[config.mk]
export PLATFORM = sky130hd
export DESIGN_NAME = verifier_w0_responder
export DESIGN_NICKNAME = d
export VERILOG_FILES = /design/src/rtl/verifier_w0_responder.sv
export SDC_FILE = /design/constraint.sdc
export NUM_CORES = 1
export LEC_CHECK = 0
export BUFFER_PORTS_ARGS = -buffer_cell sky130_fd_sc_hd__buf_4
export CORE_MARGIN = 8
export CORE_UTILIZATION = 30
export DETAILED_ROUTE_END_ITERATION = 6
export HOLD_SLACK_MARGIN = 0.08
export PLACE_DENSITY = 0.54
export SLEW_MARGIN = 20
export SYNTH_ARGS = -nofsm -noshare
export SYNTH_HDL_FRONTEND = slang
export SYNTH_SLANG_ARGS = --single-unit
[constraint.sdc]
create_clock -name clk -period 2.58 [get_ports clk]
set_clock_uncertainty 0.2 [all_clocks]
set_input_delay 0.516 -clock clk [delete_from_list [all_inputs] [get_ports clk]]
set_output_delay 0.516 -clock clk [all_outputs]
set_load 0.02 [all_outputs]
[src/rtl/verifier_w0_responder.sv]
// verifier_w0_responder: holds the w0 word set loaded by the verifier host
// and streams it once to the layer-0 requester over a valid/ready channel.
//
// Ports:
//   clk, rstb              clock, synchronous active-high reset
//   load_en/addr/data      host write of one w0 word
//   load_err               one-cycle pulse, a write was rejected
//   loaded                 every word written since the last clear
//   req, req_id            request strobe and requester id
//   req_err                one-cycle pulse, a request was rejected
//   out_valid/ready/data   response word handshake
//   out_idx, out_last      index of out_data, last-word marker
//   out_id                 latched requester id
//   done                   one-cycle pulse after the last transfer

`ifndef F_NBITS
`define F_NBITS 32
`endif

module verifier_w0_responder #(
    parameter int unsigned ngates = 8,
    parameter int unsigned ngbits = $clog2(ngates),
    localparam int unsigned nabits = (ngbits > 1) ? $clog2(ngbits) : 1
) (
    input  logic                clk,
    input  logic                rstb,
    input  logic                load_en,
    input  logic [nabits-1:0]   load_addr,
    input  logic [`F_NBITS-1:0] load_data,
    output logic                load_err,
    output logic                loaded,
    input  logic                req,
    input  logic [31:0]         req_id,
    output logic                req_err,
    output logic                out_valid,
    input  logic                out_ready,
    output logic [`F_NBITS-1:0] out_data,
    output logic [nabits-1:0]   out_idx,
    output logic                out_last,
    output logic [31:0]         out_id,
    output logic                done
);

    // The word count is tied to the gate count; any override is rejected.
    if (ngbits != $clog2(ngates) || ngbits < 1) begin : g_bad_ngbits
        $error("verifier_w0_responder: ngbits must equal $clog2(ngates) and be >= 1");
    end

    typedef enum logic [1:0] {
        IDLE,
        SEND,
        DONE
    } state_t;

    localparam logic [nabits-1:0] last_idx = nabits'(ngbits - 1);

    state_t              state;
    logic [`F_NBITS-1:0] buffer [ngbits];
    logic [ngbits-1:0]   flags;
    logic [nabits-1:0]   idx;
    logic                addr_ok;
    logic                in_idle;

    assign addr_ok = 32'(load_addr) < ngbits;
    assign in_idle = (state == IDLE);

    always_ff @(posedge clk) begin
        if (rstb) begin
            state    <= IDLE;
            flags    <= '0;
            idx      <= '0;
            out_id   <= '0;
            load_err <= 1'b0;
            req_err  <= 1'b0;
            for (int unsigned i = 0; i < ngbits; i++) begin
                buffer[i] <= '0;
            end
        end else begin
            // Writes are only legal while idle; the buffer is frozen
            // for the whole response so out_data cannot change under it.
            load_err <= load_en && !(addr_ok && in_idle);
            // Request is judged on the flags as they stood before any
            // write landing in the same cycle.
            req_err  <= req && !(in_idle && loaded);

            if (load_en && addr_ok && in_idle) begin
                buffer[load_addr] <= load_data;
                flags[load_addr]  <= 1'b1;
            end

            case (state)
                IDLE: begin
                    if (req && loaded) begin
                        state  <= SEND;
                        idx    <= '0;
                        out_id <= req_id;
                    end
                end
                SEND: begin
                    if (out_ready) begin
                        if (idx == last_idx) begin
                            state <= DONE;
                        end else begin
                            idx <= idx + 1'b1;
                        end
                    end
                end
                DONE: begin
                    // A w0 set is consumed by one response.
                    flags <= '0;
                    idx   <= '0;
                    state <= IDLE;
                end
                default: state <= IDLE;
            endcase
        end
    end

    // Response outputs decode directly from the state/index flops.
    assign out_valid = (state == SEND);
    assign out_last  = out_valid && (idx == last_idx);
    assign out_data  = out_valid ? buffer[idx] : '0;
    assign out_idx   = idx;
    assign done      = (state == DONE);
    assign loaded    = &flags;

endmodule

==> impl_metrics.toml, run 1 <==
[layout]
final_common_cell = "buf_4"
final_cell_mix = "buf_4 (140), edfxtp_1 (128), nand2b_1 (66)"
antennaDiodeCount = 0
fin_nets = 784
final_util_pct = 41.5
drive_above_1_share_pct = 34.1
n_fill_cell = 2312
syn_to_final_growth_pct = 36.0
stdcell_area_um2 = 10100

[run_status]
violations = "setup timing"
status = "finished with violations"

[critical_path]
path_class = "flop to primary output"
required_ns = 1.86
crit_fanout = 8
ff2ff_setup_slack_ns = 0.66
end_kind = "primary output"
worstRegToRegCells = 5
r2r_end = "out_idx[1]"
r2r_start = "out_idx[0]"
crit_arrival_ns = 1.91
cp-start-kind = "flop"

[job]
cap_violations = 0

[power_and_ir_drop]
switching_power_mw = 1.40
p_seq_share_pct = 52.2
p_clk_share_pct = 41.5
combPwrFrac_pct = 6.3
p_sw_share_pct = 23.4
p_int_mw = 4.57
p_leak_nw = 3.93
p_per_area_nw_per_um2 = 592
peakVddDrop_mv = 0.334

[placed_design]
gp_congestion = 0.686
io_buffer_count = 142
place_area_um2 = 9020
dp_hpwl_mm = 11.7

[yosys]
netlist.area_leader.share_pct = 51.8
syn_avg_cell_area_um2 = 14.6
ys_top_cells_by_area = "edfxtp_1 (52%), dfxtp_1 (12%), mux4_2 (9.7%), nand2b_1 (5.6%), and2_1 (5.4%)"
synth_cells = 508
yosysWarnings = 0
ys_seq_area_share_pct = 63.4
synth_area_um2 = 7420
synth_cell_type_count = 34
ys_ff_latch = 171
synth.largest_area_cell = "edfxtp_1"

[global_route]
grt_pass1_vias = 5329
grt_start_max_net_pins = 76
track_usage_pct = 12.8
antenna_found_initial = 0
grt-ovfl-total = 0
grt_pass1_wl_mm = 29.8

[cts]
clock-root-buffer = "clkbuf_16"
htreeDepth = 4
cts_sinks = 171
worst_skew_pair.late_latency_ns = 0.43
clk_pin_slew_worst_paths_ns = 0.07
numCtsBuffers = 17
cts_tree = "yes"
cts_buffer_depth = 2

[route]
drtIter0Drc = 223
drt_wl_total_mm = 19.2
avgRoutedWirePerCell_um = 18.3
via_count = 4722
drt_pass1_iterations = 4
post_drt_via_cell_ratio = 4.50
drcViolationCount = 0
ant_nets = 0

[die]
rows = 57
die-area_um2 = 30000
num_io_pins = 143
die_y_um = 173
coreArea_um2 = 24300
initial_core_util_pct = 30.5
die_w_um = 173

[sta]
tightest_slew_ns = 0.528
finalHoldViolCount = 0
min_period_ns = 2.63
fin_ws_ns = -0.0475
rsz0062_at_grt = "true"
slew-limit-headroom_pct = 64.8
slew_violations = 0
fin_crit_sh_pct = 102
fmax_mhz = 381
setup_viol = 22

[min_path]
min_path_cells = 1
hold_start = "load_data[3]"
hold_path_end = "buffer[3][3]"
holdCritPathClass = "primary input to flop"
## Yosys cell counts, drive strengths merged
| cell type | n |
|---|---|
| edfxtp | 128 |
| nand2b | 67 |
| and2 | 64 |
| dfxtp | 43 |
| and3 | 35 |
| nor2b | 34 |
| mux2i | 32 |
| mux4 | 32 |
| clkbuf | 22 |
| buf | 12 |
| a31oi | 6 |
| a21oi | 4 |
| inv | 4 |
| nand3 | 4 |
| nor3 | 4 |
| nor2 | 3 |
| a31o | 2 |
| or3 | 2 |
| a21o | 1 |
| and4b | 1 |
| conb | 1 |
| ha | 1 |
| nand2 | 1 |
| nand4 | 1 |
| nor3b | 1 |
| nor4b | 1 |
| o21ba | 1 |
| or3b | 1 |
## worst max-delay path, stage by stage (launching register included)
cell and delay [ns]:
dfxtp_4 0.45, buf_12 0.18, mux4_2 0.53, nor2b_1 0.15
buf_4 0.17
## how the worst max path moves through the flow
stage	start	end	slack, ns	cells past startpoint
5_1_grt	flop	out_data[22]	-0.12	4
3_5_place_dp	flop	out_data[10]	0.33	4
3_3_place_gp	flop	out_data[10]	0.34	4
2_1_floorplan	rstb	buffer[0][0]	0.28	3
4_1_cts	flop	out_data[14]	-0.09	4
6_report	flop	out_data[22]	-0.05	4
## power groups by stage
| stage | logic [mW] | clock network (mW) | registers (mW) |
|---|---|---|---|
| CTS | 0.379 | 2.55 | 3.12 |
| global placement | 0.333 | 0 | 3.18 |
| detailed placement | 0.339 | 0 | 3.18 |
| finish | 0.376 | 2.48 | 3.12 |
| floorplan | 0.157 | 0 | 3.17 |
| global route | 0.411 | 2.64 | 3.13 |
## flip-flops by register name (all words and copies together) (netlist names), named ones only
register and count:
load_err 1, req_err 1, flags 3, buffer 128, state 2, out_id 32
out_idx 2
## final cells by class
class | instances | area (um^2) | share of cell area [%]
clock inverter | 15 | 146 | 1.45
inverter | 4 | 15.0 | 0.149
tap | 324 | 405 | 4.02
timing repair buffer | 188 | 1650 | 16.3
clock buffer | 17 | 425 | 4.22
sequential | 171 | 4710 | 46.7
multi-input combinational | 330 | 2740 | 27.2
## what timing repair did
item	CTS	global route
gates cloned	2	1
hold buffers	28	0
gates resized for setup	15	23
buffers inserted	0	0
endpoints found under the hold margin	28	0
setup endpoints to repair	32	32
## logic make-up (layout without fill, tap and decap cells)
| family | Yosys count | in the layout | share of synthesized area, % |
|---|---|---|---|
| other cells | 1 | 32 | 0.0505 |
| buf+inv | 38 | 224 | 2.51 |
| compound gates | 14 | 14 | 1.25 |
| mux | 64 | 64 | 14.0 |
| fa+ha+maj | 1 | 1 | 0.169 |
| flops | 171 | 171 | 63.4 |
| simple gates | 219 | 219 | 18.6 |
## through the flow
stage          power, mW  cells  hold slack, ns  worst slack (ns)  TNS [ns]
6_report            5.97   1049           0.101           -0.0475    -0.423
2_1_floorplan       3.33    539           0.292             0.282         0
4_1_cts             6.05   1048          0.0802           -0.0902     -1.84
5_1_grt             6.18   1049          0.0876            -0.117     -2.61
3_5_place_dp        3.52    986           0.261             0.332         0
3_3_place_gp        3.51    986           0.259             0.343         0
## metal layers
layer  part of all wire, %  global-route usage [%]  vias to the layer above
li1                      -                       -                     2221
met1                    42                    14.4                     2346
met2                    49                    22.1                      141
met3                   8.3                    5.58                       14
met4                  0.75                    3.23                        0
met5                     0                       0                        -
Power figures use the tool's default switching activity.
==> run 2: changes to the inputs <==
SETUP_SLACK_MARGIN = 0.5   (was default)
==> run 2 against run 1 <==
Effect of this change:
- the run still ends with setup timing left
- critical endpoint is now out_data[21]
- critical path depth rose by 1
- via count rose by 0.11%
- clock power barely moved
- total power rose by 0.45%
- combinational power fell by 2%
- final area fell by 0.52%
- clock-buffer cell count rose by 1
- sequential power barely moved
==> impl_metrics.toml, run 2 (synthesis results as in run 1) <==
[critical_path]
required_ns = 1.86
end_kind = "primary output"
path_class = "flop to primary output"
crit_fanout = 5
r2r_start = "out_idx[0]"
cp-start-kind = "flop"
crit_arrival_ns = 1.87

[cts]
clock-root-buffer = "clkbuf_16"
cts_tree = "yes"
cts_sinks = 171
htreeDepth = 4
worst_skew_pair.late_latency_ns = 0.42
numCtsBuffers = 17
cts_buffer_depth = 2
clk_pin_slew_worst_paths_ns = 0.06

[die]
coreArea_um2 = 24300
rows = 57
num_io_pins = 143
initial_core_util_pct = 30.5
die_w_um = 173
die_y_um = 173
die-area_um2 = 30000

[sta]
rsz0062_at_grt = "true"
fin_crit_sh_pct = 100
min_period_ns = 2.58
finalHoldViolCount = 0
fmax_mhz = 387
tightest_slew_ns = 0.523
setup_viol = 4
slew-limit-headroom_pct = 65.2
slew_violations = 0
fin_setup_tns_ns = -0.00658
fin_ws_ns = -0.00389

[placed_design]
placed_cells = 985
dp_hpwl_mm = 11.9
gp_congestion = 0.725
io_buffer_count = 142
pre_cts_ws_ns = 0.391

[layout]
final_cell_mix = "buf_4 (148), edfxtp_1 (128), nand2b_1 (66)"
syn_to_final_growth_pct = 35.3
final_common_cell = "buf_4"
drive_above_1_share_pct = 33.6
area.sequential_um2 = 4720
top_regs = "buffer (128), out_id (32), flags (3)"
final_util_pct = 41.3
fin_nets = 785
instances_no_fill = 1050
antennaDiodeCount = 0
n_fill_cell = 2240
regMostFlops = "buffer"
largest_reg_flops = 128
multi_input_area_um2 = 2670

[run_status]
violations = "setup timing"
status = "finished with violations"

[route]
post_drt_via_cell_ratio = 4.50
drtIter0Drc = 237
avgRoutedWirePerCell_um = 18.0
via_count = 4727
drcViolationCount = 0
drt_pass1_iterations = 4
drt_wl_total_mm = 18.9
ant_nets = 0

[min_path]
hold_start = "load_data[19]"
holdCritPathClass = "primary input to flop"

[global_route]
grt-ovfl-total = 0
antenna_found_initial = 0
grt_pass1_vias = 5440
grt_pass1_wl_mm = 29.8
track_usage_pct = 12.7
grt_start_max_net_pins = 76

[power_and_ir_drop]
p_per_area_nw_per_um2 = 598
finalPower_mw = 6.00
peakVddDrop_mv = 0.339
p_leak_nw = 3.93

[job]
cap_violations = 0
-- run 2: where the power goes --
group          switching (mW)  leakage (nW)  total (mW)  internal, mW
Sequential             0.0325          1.67        3.12          3.09
Combinational           0.170          1.98       0.368         0.197
Clock                    1.08         0.278        2.51          1.43
Total                    1.28          3.93        6.00          4.71
-- run 2: critical path: stages (launching register included) --
cell and delay (ns):
dfxtp_4 0.39, buf_4 0.13, buf_12 0.11, mux4_2 0.51, nor2b_1 0.15, buf_4 0.17
-- run 2: repair_timing --
| action | in CTS | in global routing |
|---|---|---|
| pin swaps | 0 | 1 |
| endpoints found under the setup margin | 35 | 36 |
| cloned | 2 | 1 |
| gates resized for setup | 8 | 13 |
| hold endpoints to repair | 25 | 1 |
| buffers inserted | 3 | 1 |
| hold buffers | 25 | 1 |
-- run 2: through the flow --
| step | instance area, um^2 | hold slack (ns) |
|---|---|---|
| detailed placement | 9030 | 0.262 |
| global route | 10000 | 0.0865 |
| finish | 10000 | 0.104 |
| global placement | 9030 | 0.259 |
| floorplan | 7540 | 0.292 |
| CTS | 9960 | 0.0803 |
-- run 2: per-layer routing --
| metal | global-route usage (%) | share of wire, % |
|---|---|---|
| met5 | 0 | 0 |
| met4 | 3.74 | 1.4 |
| met3 | 5.45 | 7.9 |
| met2 | 22.0 | 51 |
| met1 | 13.8 | 40 |
-- run 2: path summary, 6_finish.rpt --
path                                 endpoint  slack [ns]  cells after the start
worst min register to register      out_id[0]        0.27                      2
worst min-delay path            buffer[3][19]        0.10                      1
worst max-delay path             out_data[21]      -0.004                      5
worst max register to register           flop        0.66                      5
-- run 2: area by class of cell --
| cell class | instances | share of cell area (%) |
|---|---|---|
| timing repair buffer | 189 | 16.5 |
| multi-input combinational | 330 | 26.6 |
| inverter | 4 | 0.150 |
| clock buffer | 18 | 4.28 |
| clock inverter | 14 | 1.42 |
| tap | 324 | 4.04 |
| sequential | 171 | 47.0 |
==> run 3: changes to the inputs <==
CELL_PAD_IN_SITES_DETAIL_PLACEMENT = 1   (was default)
CELL_PAD_IN_SITES_GLOBAL_PLACEMENT = 2   (was default)
PLACE_DENSITY = 0.7   (was 0.54)
==> run 3 against run 2 <==
Effect of this change:
- the run still ends with setup timing left
- critical path depth unchanged
- hold slack improved by 0.0056 ns
- global-route usage increased by 0.96 points
- setup slack worse by 0.0095 ns
- sequential power about the same
- sequential cell count stayed put
- first-iteration DRC count is 0.84% lower
- combinational power increased by 5%
- die area did not move
- largest power group unchanged
==> impl_metrics.toml, run 3 (synthesis results as in run 1) <==
[run_status]
status = "finished with violations"
violations = "setup timing"

[layout]
regMostFlops = "buffer"
top_regs = "buffer (128), out_id (32), flags (3)"
antennaDiodeCount = 0
syn_to_final_growth_pct = 38.2
largest_reg_flops = 128
final_cell_mix = "buf_4 (144), edfxtp_1 (128), nand2b_1 (66)"
stdcell_area_um2 = 10300
final_common_cell = "buf_4"
fin_nets = 790
drive_above_1_share_pct = 34.7
final_util_pct = 42.2

[sta]
min_period_ns = 2.59
tightest_slew_ns = 0.623
rsz0062_at_grt = "true"
fin_ws_ns = -0.0134
slew-limit-headroom_pct = 58.5
finalHoldViolCount = 0
hold_slack_ns = 0.109
fmax_mhz = 386
setup_viol = 4
fin_crit_sh_pct = 101
slew_violations = 0

[placed_design]
gp_congestion = 0.727
io_buffer_count = 142
place_area_um2 = 9070
dp_hpwl_mm = 13.4

[route]
drtIter0Drc = 235
avgRoutedWirePerCell_um = 19.5
post_drt_via_cell_ratio = 4.55
ant_nets = 0
via_count = 4804
drcViolationCount = 0
drt_wl_total_mm = 20.6
drt_pass1_iterations = 4

[power_and_ir_drop]
combPwrFrac_pct = 6.1
p_sw_share_pct = 20.9
switching_power_mw = 1.33
p_per_area_nw_per_um2 = 619
peakVddDrop_mv = 0.331
p_int_mw = 5.02
p_clk_share_pct = 44.7
p_seq_share_pct = 49.2
p_leak_nw = 4.02

[die]
die_w_um = 173
num_io_pins = 143
die-area_um2 = 30000
initial_core_util_pct = 30.5
rows = 57
die_y_um = 173
coreArea_um2 = 24300

[min_path]
holdCritPathClass = "primary input to flop"
hold_path_end = "buffer[3][22]"
min_path_cells = 1
hold_start = "load_data[22]"

[cts]
cts_tree = "yes"
htreeDepth = 4
numCtsBuffers = 17
worst_skew_pair.late_latency_ns = 0.42
clk_pin_slew_worst_paths_ns = 0.07
clock-root-buffer = "clkbuf_16"
cts_buffer_depth = 2
cts_sinks = 171

[critical_path]
worstSetupPathDepth = 5
crit_arrival_ns = 1.88
worstRegToRegCells = 5
required_ns = 1.86
r2r_start = "out_idx[0]"
ff2ff_setup_slack_ns = 0.61
path_delay_family = "multiplexers"
slowest_stage = "mux4_2"
end_kind = "primary output"
crit_buf_inv = 3
cp-start-kind = "flop"
crit_fanout = 6
max_stage_delay_ns = 0.48
path_class = "flop to primary output"
crit_chain = "buf_6 -> buf_16 -> mux4_2 -> nor2b_1 -> buf_4"

[global_route]
antenna_found_initial = 0
grt_pass1_wl_mm = 31.8
track_usage_pct = 13.6
grt-ovfl-total = 0
grt_start_max_net_pins = 69
grt_pass1_vias = 5597

[job]
cap_violations = 0
-- run 3: cell count changes in the layout (fill, tap and decap cells not counted), moves of 2 or more --
| cell | before | now |
|---|---|---|
| nor2b_4 | 0 | 11 |
| buf_6 | 4 | 13 |
| nor2b_1 | 31 | 22 |
| buf_4 | 148 | 144 |
| bufinv_16 | 2 | 5 |
| dfxtp_2 | 4 | 1 |
| clkinvlp_2 | 2 | 0 |
| clkinvlp_4 | 0 | 2 |
| dfxtp_1 | 37 | 39 |
| inv_6 | 3 | 1 |
| nor2b_2 | 3 | 1 |
-- run 3: worst max path at each step --
| stage | start | end | slack (ns) |
|---|---|---|---|
| CTS | flop | out_data[31] | -0.04 |
| finish | flop | out_data[19] | -0.01 |
| global route | flop | out_data[0] | -0.09 |
| global placement | flop | out_data[20] | 0.33 |
| floorplan | rstb | buffer[2][0] | 0.48 |
| detailed placement | flop | out_data[20] | 0.31 |
-- run 3: layout make-up --
class / instances / area, um^2
tap: 324 / 405
inverter: 4 / 15.0
timing repair buffer: 194 / 1730
sequential: 171 / 4720
multi-input combinational: 330 / 2740
clock inverter: 14 / 218
fill: 2534 / 14100
clock buffer: 18 / 429
-- run 3: worst register-to-register path, stage by stage (launching register included) --
cell	delay, ns
dfxtp_1	0.39
inv_1	0.06
ha_1	0.23
or3b_1	0.42
or3_1	0.36
a31oi_1	0.22
-- run 3: power by group through the flow --
stage	sequential [mW]	combinational, mW	clock [mW]
2_1_floorplan	3.17	0.157	0
3_3_place_gp	3.18	0.342	0
3_5_place_dp	3.19	0.353	0
4_1_cts	3.12	0.389	2.90
5_1_grt	3.13	0.421	3.00
6_report	3.12	0.387	2.84
-- run 3: timing repair --
action | in CTS | in global routing
buffers inserted | 3 | 0
hold buffers | 26 | 0
gates resized for setup | 16 | 28
endpoints found under the setup margin | 35 | 35
cloned | 1 | 2
hold endpoints to repair | 26 | 0
-- run 3: routing by layer --
metal / up-vias / global-route usage (%) / wire [um]
met4: 0 / 3.52 / 173
met1: 2433 / 15.6 / 8670
met2: 129 / 23.6 / 10300
met3: 13 / 5.12 / 1440
li1: 2229 / - / -
met5: - / 0 / 0
-- run 3: per-stage QoR --
stage / power, mW / TNS, ns / setup slack (ns) / instances
finish: 6.35 / -0.0427 / -0.0134 / 1055
global route: 6.55 / -1.63 / -0.0909 / 1055
CTS: 6.41 / -0.381 / -0.0430 / 1053
detailed placement: 3.54 / 0 / 0.310 / 991
global placement: 3.52 / 0 / 0.329 / 991
floorplan: 3.33 / 0 / 0.478 / 539
